===== src/rtl/light_pkg.sv =====
// Shared phase codes, LED bit positions and decode/ordering helpers for the
// traffic-light monitor.
package light_pkg;

    localparam int LED_W = 7;

    localparam int LED_MAIN_R = 0;
    localparam int LED_MAIN_Y = 1;
    localparam int LED_MAIN_G = 2;
    localparam int LED_SIDE_R = 3;
    localparam int LED_SIDE_Y = 4;
    localparam int LED_SIDE_G = 5;
    localparam int LED_WALK   = 6;

    typedef enum logic [2:0] {
        PH_NONE    = 3'd0,
        PH_MAIN_G  = 3'd1,
        PH_MAIN_Y  = 3'd2,
        PH_WALK    = 3'd3,
        PH_SIDE_G  = 3'd4,
        PH_SIDE_Y  = 3'd5,
        PH_DARK    = 3'd6,
        PH_ILLEGAL = 3'd7
    } phase_t;

    localparam logic [LED_W-1:0] PAT_MAIN_G = (7'd1 << LED_MAIN_G) | (7'd1 << LED_SIDE_R);
    localparam logic [LED_W-1:0] PAT_MAIN_Y = (7'd1 << LED_MAIN_Y) | (7'd1 << LED_SIDE_R);
    localparam logic [LED_W-1:0] PAT_WALK   = (7'd1 << LED_MAIN_R) | (7'd1 << LED_SIDE_R)
                                            | (7'd1 << LED_WALK);
    localparam logic [LED_W-1:0] PAT_SIDE_G = (7'd1 << LED_MAIN_R) | (7'd1 << LED_SIDE_G);
    localparam logic [LED_W-1:0] PAT_SIDE_Y = (7'd1 << LED_MAIN_R) | (7'd1 << LED_SIDE_Y);

    function automatic phase_t light_decode(input logic [LED_W-1:0] leds);
        phase_t ph;
        case (leds)
            PAT_MAIN_G: ph = PH_MAIN_G;
            PAT_MAIN_Y: ph = PH_MAIN_Y;
            PAT_WALK:   ph = PH_WALK;
            PAT_SIDE_G: ph = PH_SIDE_G;
            PAT_SIDE_Y: ph = PH_SIDE_Y;
            7'd0:       ph = PH_DARK;
            default:    ph = PH_ILLEGAL;
        endcase
        return ph;
    endfunction

    function automatic bit is_legal_phase(input phase_t ph);
        return (ph >= PH_MAIN_G) && (ph <= PH_SIDE_Y);
    endfunction

    function automatic bit legal_next(input phase_t old_ph, input phase_t new_ph);
        bit ok;
        case (old_ph)
            PH_MAIN_G: ok = (new_ph == PH_MAIN_Y);
            PH_MAIN_Y: ok = (new_ph == PH_WALK) || (new_ph == PH_SIDE_G);
            PH_WALK:   ok = (new_ph == PH_SIDE_G);
            PH_SIDE_G: ok = (new_ph == PH_SIDE_Y);
            PH_SIDE_Y: ok = (new_ph == PH_MAIN_G);
            default:   ok = 1'b0;
        endcase
        return ok;
    endfunction

endpackage


===== src/rtl/phase_timer.sv =====
// Saturating per-phase duration counter plus the completed-phase record
// register.
module phase_timer #(
    parameter int CNT_W = 16
) (
    input  logic             clk,
    input  logic             rst,
    input  logic             change,
    input  logic             emit,
    input  logic [2:0]       old_phase,
    output logic [CNT_W-1:0] cycles,
    output logic             done_valid,
    output logic [2:0]       done_phase,
    output logic [CNT_W-1:0] done_cycles
);

    localparam logic [CNT_W-1:0] ONE = {{(CNT_W-1){1'b0}}, 1'b1};

    function automatic logic [CNT_W-1:0] sat_inc(input logic [CNT_W-1:0] v);
        return (&v) ? v : v + ONE;
    endfunction

    // Duration counter: a phase change starts the new phase at one cycle
    always_ff @(posedge clk or posedge rst) begin
        if (rst) begin
            cycles <= '0;
        end else if (change) begin
            cycles <= ONE;
        end else begin
            cycles <= sat_inc(cycles);
        end
    end

    // Record register: captures the outgoing phase on the change edge
    always_ff @(posedge clk or posedge rst) begin
        if (rst) begin
            done_valid  <= 1'b0;
            done_phase  <= 3'd0;
            done_cycles <= '0;
        end else begin
            done_valid <= emit;
            if (emit) begin
                done_phase  <= old_phase;
                done_cycles <= cycles;
            end
        end
    end

endmodule


===== src/rtl/light_monitor.sv =====
// Passive observer of the labkit light outputs: decodes, times and
// sanity-checks every light phase.
module light_monitor
    import light_pkg::*;
#(
    parameter int CNT_W = 16,
    parameter int CYC_W = 8
) (
    input  logic             clk,
    input  logic             g_reset,
    input  logic [LED_W-1:0] leds,
    input  logic             err_clear,
    output logic [2:0]       phase,
    output logic [CNT_W-1:0] phase_cycles,
    output logic             done_valid,
    output logic [2:0]       done_phase,
    output logic [CNT_W-1:0] done_cycles,
    output logic             conflict_err,
    output logic             seq_err,
    output logic [CYC_W-1:0] full_cycles
);

    logic [LED_W-1:0] leds_q;
    phase_t           phase_q;
    phase_t           phase_d;
    phase_t           prev_legal;
    logic             change;
    logic             emit;
    logic             seq_hit;
    logic             conflict_hit;
    logic             loop_hit;

    // Stage 1: register the raw light pattern
    always_ff @(posedge clk or posedge g_reset) begin
        if (g_reset) begin
            leds_q <= '0;
        end else begin
            leds_q <= leds;
        end
    end

    // Stage 2: decoded phase, ordering check and error flags
    assign phase_d      = light_decode(leds_q);
    assign change       = (phase_d != phase_q);
    assign emit         = change && (phase_q != PH_NONE);
    assign seq_hit      = change && is_legal_phase(prev_legal) && is_legal_phase(phase_d)
                          && !legal_next(prev_legal, phase_d);
    assign conflict_hit = change && (phase_d == PH_ILLEGAL);
    assign loop_hit     = change && (phase_q == PH_SIDE_Y) && (phase_d == PH_MAIN_G);

    // DARK and ILLEGAL break the chain so the next legal phase goes unchecked
    always_ff @(posedge clk or posedge g_reset) begin
        if (g_reset) begin
            phase_q    <= PH_NONE;
            prev_legal <= PH_NONE;
        end else if (change) begin
            phase_q    <= phase_d;
            prev_legal <= is_legal_phase(phase_d) ? phase_d : PH_NONE;
        end
    end

    // A fresh error on the same edge as err_clear keeps its flag set
    always_ff @(posedge clk or posedge g_reset) begin
        if (g_reset) begin
            conflict_err <= 1'b0;
            seq_err      <= 1'b0;
            full_cycles  <= '0;
        end else begin
            if (conflict_hit) begin
                conflict_err <= 1'b1;
            end else if (err_clear) begin
                conflict_err <= 1'b0;
            end
            if (seq_hit) begin
                seq_err <= 1'b1;
            end else if (err_clear) begin
                seq_err <= 1'b0;
            end
            if (loop_hit) begin
                full_cycles <= full_cycles + 1'b1;
            end
        end
    end

    phase_timer #(
        .CNT_W(CNT_W)
    ) u_timer (
        .clk        (clk),
        .rst        (g_reset),
        .change     (change),
        .emit       (emit),
        .old_phase  (phase_q),
        .cycles     (phase_cycles),
        .done_valid (done_valid),
        .done_phase (done_phase),
        .done_cycles(done_cycles)
    );

    assign phase = phase_q;

endmodule


===== config.mk =====
export PLATFORM = sky130hd
export DESIGN_NAME = light_monitor
export DESIGN_NICKNAME = d
export VERILOG_FILES = /design/src/rtl/light_pkg.sv /design/src/rtl/phase_timer.sv /design/src/rtl/light_monitor.sv
export SDC_FILE = /design/constraint.sdc
export NUM_CORES = 1
export LEC_CHECK = 0
export ABC_AREA = 1
export CAP_MARGIN = 5
export CORE_MARGIN = 3
export CORE_UTILIZATION = 55
export DETAILED_ROUTE_END_ITERATION = 6
export HOLD_SLACK_MARGIN = 0.02
export PLACE_DENSITY_LB_ADDON = 0.12
export SYNTH_ARGS = -nofsm -noshare
export SYNTH_HDL_FRONTEND = slang
export SYNTH_SLANG_ARGS = --single-unit

===== constraint.sdc =====
create_clock -name clk -period 4.2 [get_ports clk]
set_input_delay 0.84 -clock clk [delete_from_list [all_inputs] [get_ports clk]]
set_output_delay 0.84 -clock clk [all_outputs]
set_load 0.01 [all_outputs]

==> summary.txt, run 1 <==
Outcome
  • Status: completed

Route
  • Vias post-DR: 2458
  • Routed Antenna Nets: 0
  • Pre-antenna DRT Iters: 4
  • Initial DRC Count: 161
  • Via/cell ratio: 5.10
  • WL/cell: 12.8 um
  • DRC: 0
  • WL final: 6180 um

Setup path
  • Crit path launch: leds_q[5]$_DFF_PP0_
  • CP required: 4.42 ns
  • Crit-path max cell delay: 0.41 ns
  • Critical path's slowest cell: dfrtp_1
  • Crit-path max FO: 43
  • Crit Path Category: flip-flop to flip-flop
  • Worst r2r src: leds_q[5]$_DFF_PP0_
  • Worst setup SP type: flip-flop
  • Worst path cell trace: nor2_2, nand2_4, nor2_8, nor2_2, nand3_2, nand2_2, nand2_1, nand2_1, nand2_4, nand2_2, nand2_1, nand2_1
  • Crit path top cell by count: nand2_1
  • CP Capture Type: flip-flop
  • Critical Path AT: 2.59 ns

Cells and area
  • Finished Layout Cells: 482
  • Diodes inserted: 0
  • Share of cells above drive strength 1: 8.92%
  • Fin area: 0.00373 mm2
  • # nets final: 423
  • Area growth, synth to finish: 28.3%

GRT
  • Vias in the first global route: 2428
  • Largest net degree at the start of global routing: 44
  • First-pass GRT wire length: 11000 um
  • Gr usage total: 22.7%
  • Number of antenna violations at the first check in global routing: 0
  • Global route total overflow: 0

Clocking
  • Clock buffer depth: 2
  • Number of setup buffers added after CTS: 0
  • CTS tree: yes
  • Clk_lat worst skew: 0.33 ns
  • # resized after CTS: 0
  • Num CTS Buffers: 9
  • Clk sinks: 59
  • Clk Tree Root Cell: clkbuf_8
  • Clock transition at path regs: 0.06 ns
  • Hold_buf cts: 0
  • H-tree levels: 3

Timing
  • Setup Viol. Count Final: 0
  • Slew HR: 58.7%
  • Final Critical Period: 2.37 ns
  • Fin. Hold Viols: 0
  • Unrepaired setup endpoints after global routing: no
  • Clock skew: 0.00577 ns
  • Pins over their slew limit: 0
  • Worst setup margin: 1.83 ns
  • Peak Freq: 422 MHz
  • Fin crit share: 56.4%
  • Final TNS setup: 0 ns
  • Worst-margin pin slew: 0.619 ns
  • WHS: 0.476 ns

Yosys
  • Synth cell count leaders: nand2_1, dfrtp_1, nor2_1, inv_1, nand3_1
  • Top cell type's share of synthesized area: 50.8%
  • Synth area leaders: dfrtp_1, nand2_1, nand3_1, nor2_1, inv_1
  • Post-synthesis register bit count: 59
  • Seq/Total Area, Yosys: 50.8%
  • Cell variety after synth: 33
  • Asr flop ratio synth: 100%
  • Synth Flop Type: dfrtp_1
  • Yosys warns: 0
  • Syn avg cell area: 8.35 um2
  • Syn Nets: 360
  • Cell taking the most area after synthesis: dfrtp_1
  • Post-synthesis cell count: 348
  • Count leader, synth: nand2_1
  • Post-synth EDFFs: 0
  • Mapped cell area: 0.00291 mm2

Placed design
  • IO buf count: 58
  • Dpl cells: 467
  • Final GP Congestion: 0.840
  • Area after DPL: 0.00352 mm2
  • Final HPWL DP: 4320 um
  • Dpl ws: 1.84 ns

Die
  • Die footprint: 0.00619 mm2
  • Std-Cell Rows: 25
  • Die height: 78.7 um
  • Initial Util: 59.2%
  • Horiz. Die Dim: 78.7 um
  • I/O pin count: 59
  • Core Box Area: 0.00491 mm2

Pwr
  • Cell area power density: 411 mW/mm2
  • Leak: 1.83 nW
  • Maximum VDD drop: 0.228 mV

Flow run
  • MaxCap Viol Count: 0

Hold path
  • Worst hold path type: flip-flop to flip-flop
  • Worst Hold Launch: u_timer.done_cycles[6]$_DFFE_PP0P_
state kept, by name (all words and copies together), names as in the netlist:
signal and count:
full_cycles 8, u_timer.cycles 16, u_timer.done_valid 1, phase 3
seq_err 1, u_timer.done_cycles 16, leds_q 7, u_timer.done_phase 3
prev_legal 3, conflict_err 1
critical path, delay by kind of cell, from the launching register on:
family           cells  cell delay, ns
DFF                  1            0.41
and+or+nand+nor     12            1.86
final timing paths:
path	to	slack (ns)	depth (start not counted)
hold / removal	u_timer.done_cycles[6]$_DFFE_PP0P_	0.48	2
hold reg to reg	u_timer.done_cycles[6]$_DFFE_PP0P_	0.48	2
setup / recovery	u_timer.done_phase[2]$_DFFE_PP0P_	1.83	12
setup reg to reg	u_timer.done_phase[2]$_DFFE_PP0P_	1.83	12
max in group asynchronous	conflict_err$_DFFE_PP0P_	2.52	3
min in group asynchronous	leds_q[2]$_DFF_PP0_	0.89	2
metrics by stage:
stage	utilization, %	total power [W]
global placement	71.7	0.000973
detailed placement	71.7	0.000985
floorplan	-	0.000841
CTS	75.9	0.00154
finish	75.9	0.00153
global route	75.9	0.00161
per-layer routing:
layer | up-vias | global-route usage, % | share of wire (%)
met5 | - | 0 | 0
met4 | 0 | 11.0 | 2.1
met3 | 13 | 4.36 | 5.2
met2 | 69 | 32.8 | 43
met1 | 1148 | 32.7 | 50
li1 | 1228 | - | -
final cells by class:
cell class	count	area (um2)
multi-input combinational	241	1220
sequential	59	1480
fill	369	1180
tap	67	83.8
clock inverter	2	60.1
clock buffer	13	149
inverter	41	154
timing repair buffer	59	588
kinds of logic (layout without fill, tap and decap cells):
family	count (synthesis)	after routing	synth area share, %
AO/OA/AOI/OAI	20	20	4.01
XOR/XNOR	14	14	4.22
adder cells (fa/ha/maj)	2	2	0.861
buffers and inverters	48	115	7.28
flip-flops	59	59	50.8
multiplexers	1	1	0.388
AND/OR/NAND/NOR	204	204	32.4
power breakdown:
group          switching (W)  internal [W]
Combinational       0.000146      0.000145
Clock               0.000210      0.000348
Sequential         0.0000540      0.000628
Total               0.000410       0.00112
cell usage in the layout (no fill, tap or decap), drive strengths merged, types with 5 or more instances in the layout:
cell type	n
nand3	36
o21ai	11
nor3	6
xor2	9
a21oi	5
clkdlybuf4s50	58
clkbuf	13
nor2	46
xnor2	5
dfrtp	59
nand4	9
inv	41
nand2	102
Power figures use the tool's default switching activity.
==> run 2, diff against run 1 <==
--- a/config.mk
+++ b/config.mk
@@ -8,7 +8,7 @@
 export ABC_AREA = 1
 export CAP_MARGIN = 5
 export CORE_MARGIN = 3
-export CORE_UTILIZATION = 55
+export CORE_UTILIZATION = 51
 export DETAILED_ROUTE_END_ITERATION = 6
 export HOLD_SLACK_MARGIN = 0.02
 export PLACE_DENSITY_LB_ADDON = 0.12
==> constraint.sdc (replaced) <==
create_clock -name clk -period 2.4 [get_ports clk]
set_input_delay 0.48 -clock clk [delete_from_list [all_inputs] [get_ports clk]]
set_output_delay 0.48 -clock clk [all_outputs]
set_load 0.01 [all_outputs]
==> run 2 against run 1 <==
Net effect: clock-buffer cell count decreased by 2; non-clock buffer count rose by 3; die area up 7.2%; sequential share of layout area shrank 0.20 points; utilization is 5.3 points lower; final area up 0.50%; cell count is 0.83% higher; register-to-register slack lost 1.5 ns; sequential power increased by 74%; critical path depth rose by 2; first-iteration DRC count decreased by 29%; fmax grew 12%; critical path type unchanged.
==> summary.txt, run 2 (synthesized netlist as in run 1, its figures left out) <==
Outcome
  • Status: completed (unchanged)

Die
  • Horiz. Die Dim: 81.5 um (was 78.7 um)
  • Die height: 81.5 um (was 78.7 um)
  • Core Box Area: 0.00530 mm2 (was 0.00491 mm2)
  • Initial Util: 54.8% (was 59.2%)
  • Die footprint: 0.00664 mm2 (was 0.00619 mm2)
  • Std-Cell Rows: 26 (was 25)
  • I/O pin count: 59 (unchanged)

Setup path
  • Worst Reg2Reg Path Length in Cells: 14 (was 12)
  • Worst setup SP type: flip-flop (unchanged)
  • R2R Setup Slk: 0.29 ns (was 1.83 ns)
  • CP Capture Type: flip-flop (unchanged)
  • CP required: 2.67 ns (was 4.42 ns)
  • Critical Path AT: 2.38 ns (was 2.59 ns)
  • Crit path launch: leds_q[1]$_DFF_PP0_ (was leds_q[5]$_DFF_PP0_)
  • Worst setup path end: u_timer.done_cycles[9]$_DFFE_PP0P_ (was u_timer.done_phase[2]$_DFFE_PP0P_)
  • Crit-path max FO: 31 (was 43)
  • R2R Path End: u_timer.done_cycles[9]$_DFFE_PP0P_ (was u_timer.done_phase[2]$_DFFE_PP0P_)
  • Worst r2r src: leds_q[1]$_DFF_PP0_ (was leds_q[5]$_DFF_PP0_)
  • Crit Path Category: flip-flop to flip-flop (unchanged)

Flow run
  • MaxCap Viol Count: 0 (unchanged)

Timing
  • Peak Freq: 473 MHz (was 422 MHz)
  • WHS: 0.460 ns (was 0.476 ns)
  • Setup Viol. Count Final: 0 (unchanged)
  • Fin crit share: 88.1% (was 56.4%)
  • Unrepaired setup endpoints after global routing: no (unchanged)
  • Pins over their slew limit: 0 (unchanged)
  • Slew HR: 64.4% (was 58.7%)
  • Clock skew: 0.00980 ns (was 0.00577 ns)
  • Final Critical Period: 2.11 ns (was 2.37 ns)
  • Worst-margin pin slew: 0.530 ns (was 0.619 ns)
  • Fin. Hold Viols: 0 (unchanged)
  • Final TNS setup: 0 ns (unchanged)

Clocking
  • H-tree levels: 3 (unchanged)
  • Hold_buf cts: 0 (unchanged)
  • Clk sinks: 59 (unchanged)
  • Clock buffer depth: 2 (unchanged)
  • CTS tree: yes (unchanged)
  • Num CTS Buffers: 9 (unchanged)
  • # resized after CTS: 0 (unchanged)
  • Clk_lat worst skew: 0.33 ns (about the same)
  • Clock transition at path regs: 0.06 ns (about the same)
  • Number of setup buffers added after CTS: 0 (unchanged)
  • Clk Tree Root Cell: clkbuf_8 (unchanged)

Pwr
  • NetSw: 0.000696 W (was 0.000410 W)
  • Comb power frac: 19.9% (was 19.0%)
  • Int Pwr: 0.00188 W (was 0.00112 W)
  • Cell area power density: 686 mW/mm2 (was 411 mW/mm2)
  • Clock Power Share: 33.8% (was 36.4%)
  • Net Sw Frac: 27.1% (was 26.8%)
  • Leak: 1.84 nW (was 1.83 nW)
  • Maximum VDD drop: 0.394 mV (was 0.228 mV)
  • Seq pwr share: 46.3% (was 44.6%)

GRT
  • Gr usage total: 21.4% (was 22.7%)
  • First-pass GRT wire length: 10800 um (was 11000 um)
  • Vias in the first global route: 2494 (was 2428)
  • Largest net degree at the start of global routing: 43 (was 44)
  • Number of antenna violations at the first check in global routing: 0 (unchanged)
  • Global route total overflow: 0 (unchanged)

Cells and area
  • Final Util: 70.7% (was 75.9%)
  • Area growth, synth to finish: 29.0% (was 28.3%)
  • Diodes inserted: 0 (unchanged)
  • Regs by FF count: u_timer.cycles (16), u_timer.done_cycles (16), full_cycles (8) (unchanged)
  • Commonest non-fill, non-tap cells in the layout: nand2_1, dfrtp_1, clkdlybuf4s50_1 (unchanged)
  • Share of cells above drive strength 1: 9.86% (was 8.92%)
  • Finished Layout Cells: 486 (was 482)
  • Register area: 0.00148 mm2 (unchanged)
  • Commonest non-fill, non-tap cell in the layout: nand2_1 (unchanged)
  • Fill count: 441 (was 369)
  • # nets final: 426 (was 423)
  • Multi-input gate area: 0.00122 mm2 (unchanged)

Route
  • DRC: 0 (unchanged)
  • Vias post-DR: 2502 (was 2458)
  • Initial DRC Count: 114 (was 161)
  • WL/cell: 12.6 um (was 12.8 um)
  • Pre-antenna DRT Iters: 4 (unchanged)
  • Via/cell ratio: 5.15 (was 5.10)
  • Routed Antenna Nets: 0 (unchanged)
  • WL final: 6130 um (was 6180 um)

Placed design
  • Final GP Congestion: 0.927 (was 0.840)
  • Final HPWL DP: 4420 um (was 4320 um)
  • IO buf count: 58 (unchanged)
  • Dpl cells: 473 (was 467)

Hold path
  • Worst hold path type: input port to asynchronous set/reset pin (was flip-flop to flip-flop)
## run 2: cell types whose count changed in the layout (fill, tap and decap cells not counted), sizes merged
cell      change
buf           +3
clkbuf        -2
bufinv        -1
clkinvlp      +1
## run 2: per-stage QoR
stage	power [W]	setup slack, ns	instance area, um2
finish	0.00257	0.286	3750
global route	0.00272	0.0518	3750
CTS	0.00260	0.276	3750
detailed placement	0.00173	0.316	3560
global placement	0.00171	0.415	3560
floorplan	0.00147	0.464	2910
## run 2: power groups by stage
stage	registers [W]	logic, W	clock network, W
floorplan	0.00124	0.000231	0
global placement	0.00120	0.000506	0
detailed placement	0.00121	0.000519	0
CTS	0.00119	0.000520	0.000889
global route	0.00121	0.000583	0.000927
finish	0.00119	0.000512	0.000869
## run 2: critical path, cell delays in order, from the launching register on
cell     delay, ns
dfrtp_1       0.42
nor2_1        0.17
nand2_1       0.15
nor2_8        0.14
inv_2         0.07
nand3_2       0.10
inv_2         0.06
nand2_1       0.05
nand2_1       0.05
nand2_1       0.11
nor2_4        0.05
nand2_4       0.13
buf_4         0.33
nand3_1       0.13
nand2_1       0.10
## run 2: metal layers
metal	vias up	wire, um	track usage, %
li1	1228	-	-
met1	1159	2790	27.5
met2	95	2770	33.1
met3	20	392	5.26
met4	0	177	11.5
met5	-	0	0
## run 2: how the worst min path moves through the flow
stage	endpoint	slack, ns	cells past startpoint
floorplan	u_timer.done_cycles[10]$_DFFE_PP0P_	0.51	2
global placement	u_timer.done_phase[0]$_DFFE_PP0P_	0.45	2
detailed placement	u_timer.done_cycles[5]$_DFFE_PP0P_	0.46	2
CTS	full_cycles[1]$_DFFE_PP0P_	0.46	2
global route	full_cycles[0]$_DFFE_PP0P_	0.48	2
finish	full_cycles[0]$_DFFE_PP0P_	0.46	2
## run 2: cell type report
cell class	count	share of cell area, %
Sequential cell	59	39.4
Multi-Input combinational cell	241	32.5
Timing Repair Buffer	62	16.6
Inverter	41	4.11
Clock buffer	11	4.04
Tap cell	70	2.34
Clock inverter	2	1.00
==> run 3, diff against run 2 <==
--- a/config.mk
+++ b/config.mk
@@ -10,7 +10,7 @@
 export CORE_MARGIN = 3
 export CORE_UTILIZATION = 51
 export DETAILED_ROUTE_END_ITERATION = 6
-export HOLD_SLACK_MARGIN = 0.02
+export HOLD_SLACK_MARGIN = 0.15
 export PLACE_DENSITY_LB_ADDON = 0.12
 export SYNTH_ARGS = -nofsm -noshare
 export SYNTH_HDL_FRONTEND = slang
==> results of run 3 <==
Same layout as run 2: the final DEF is identical, and so are final timing and power.
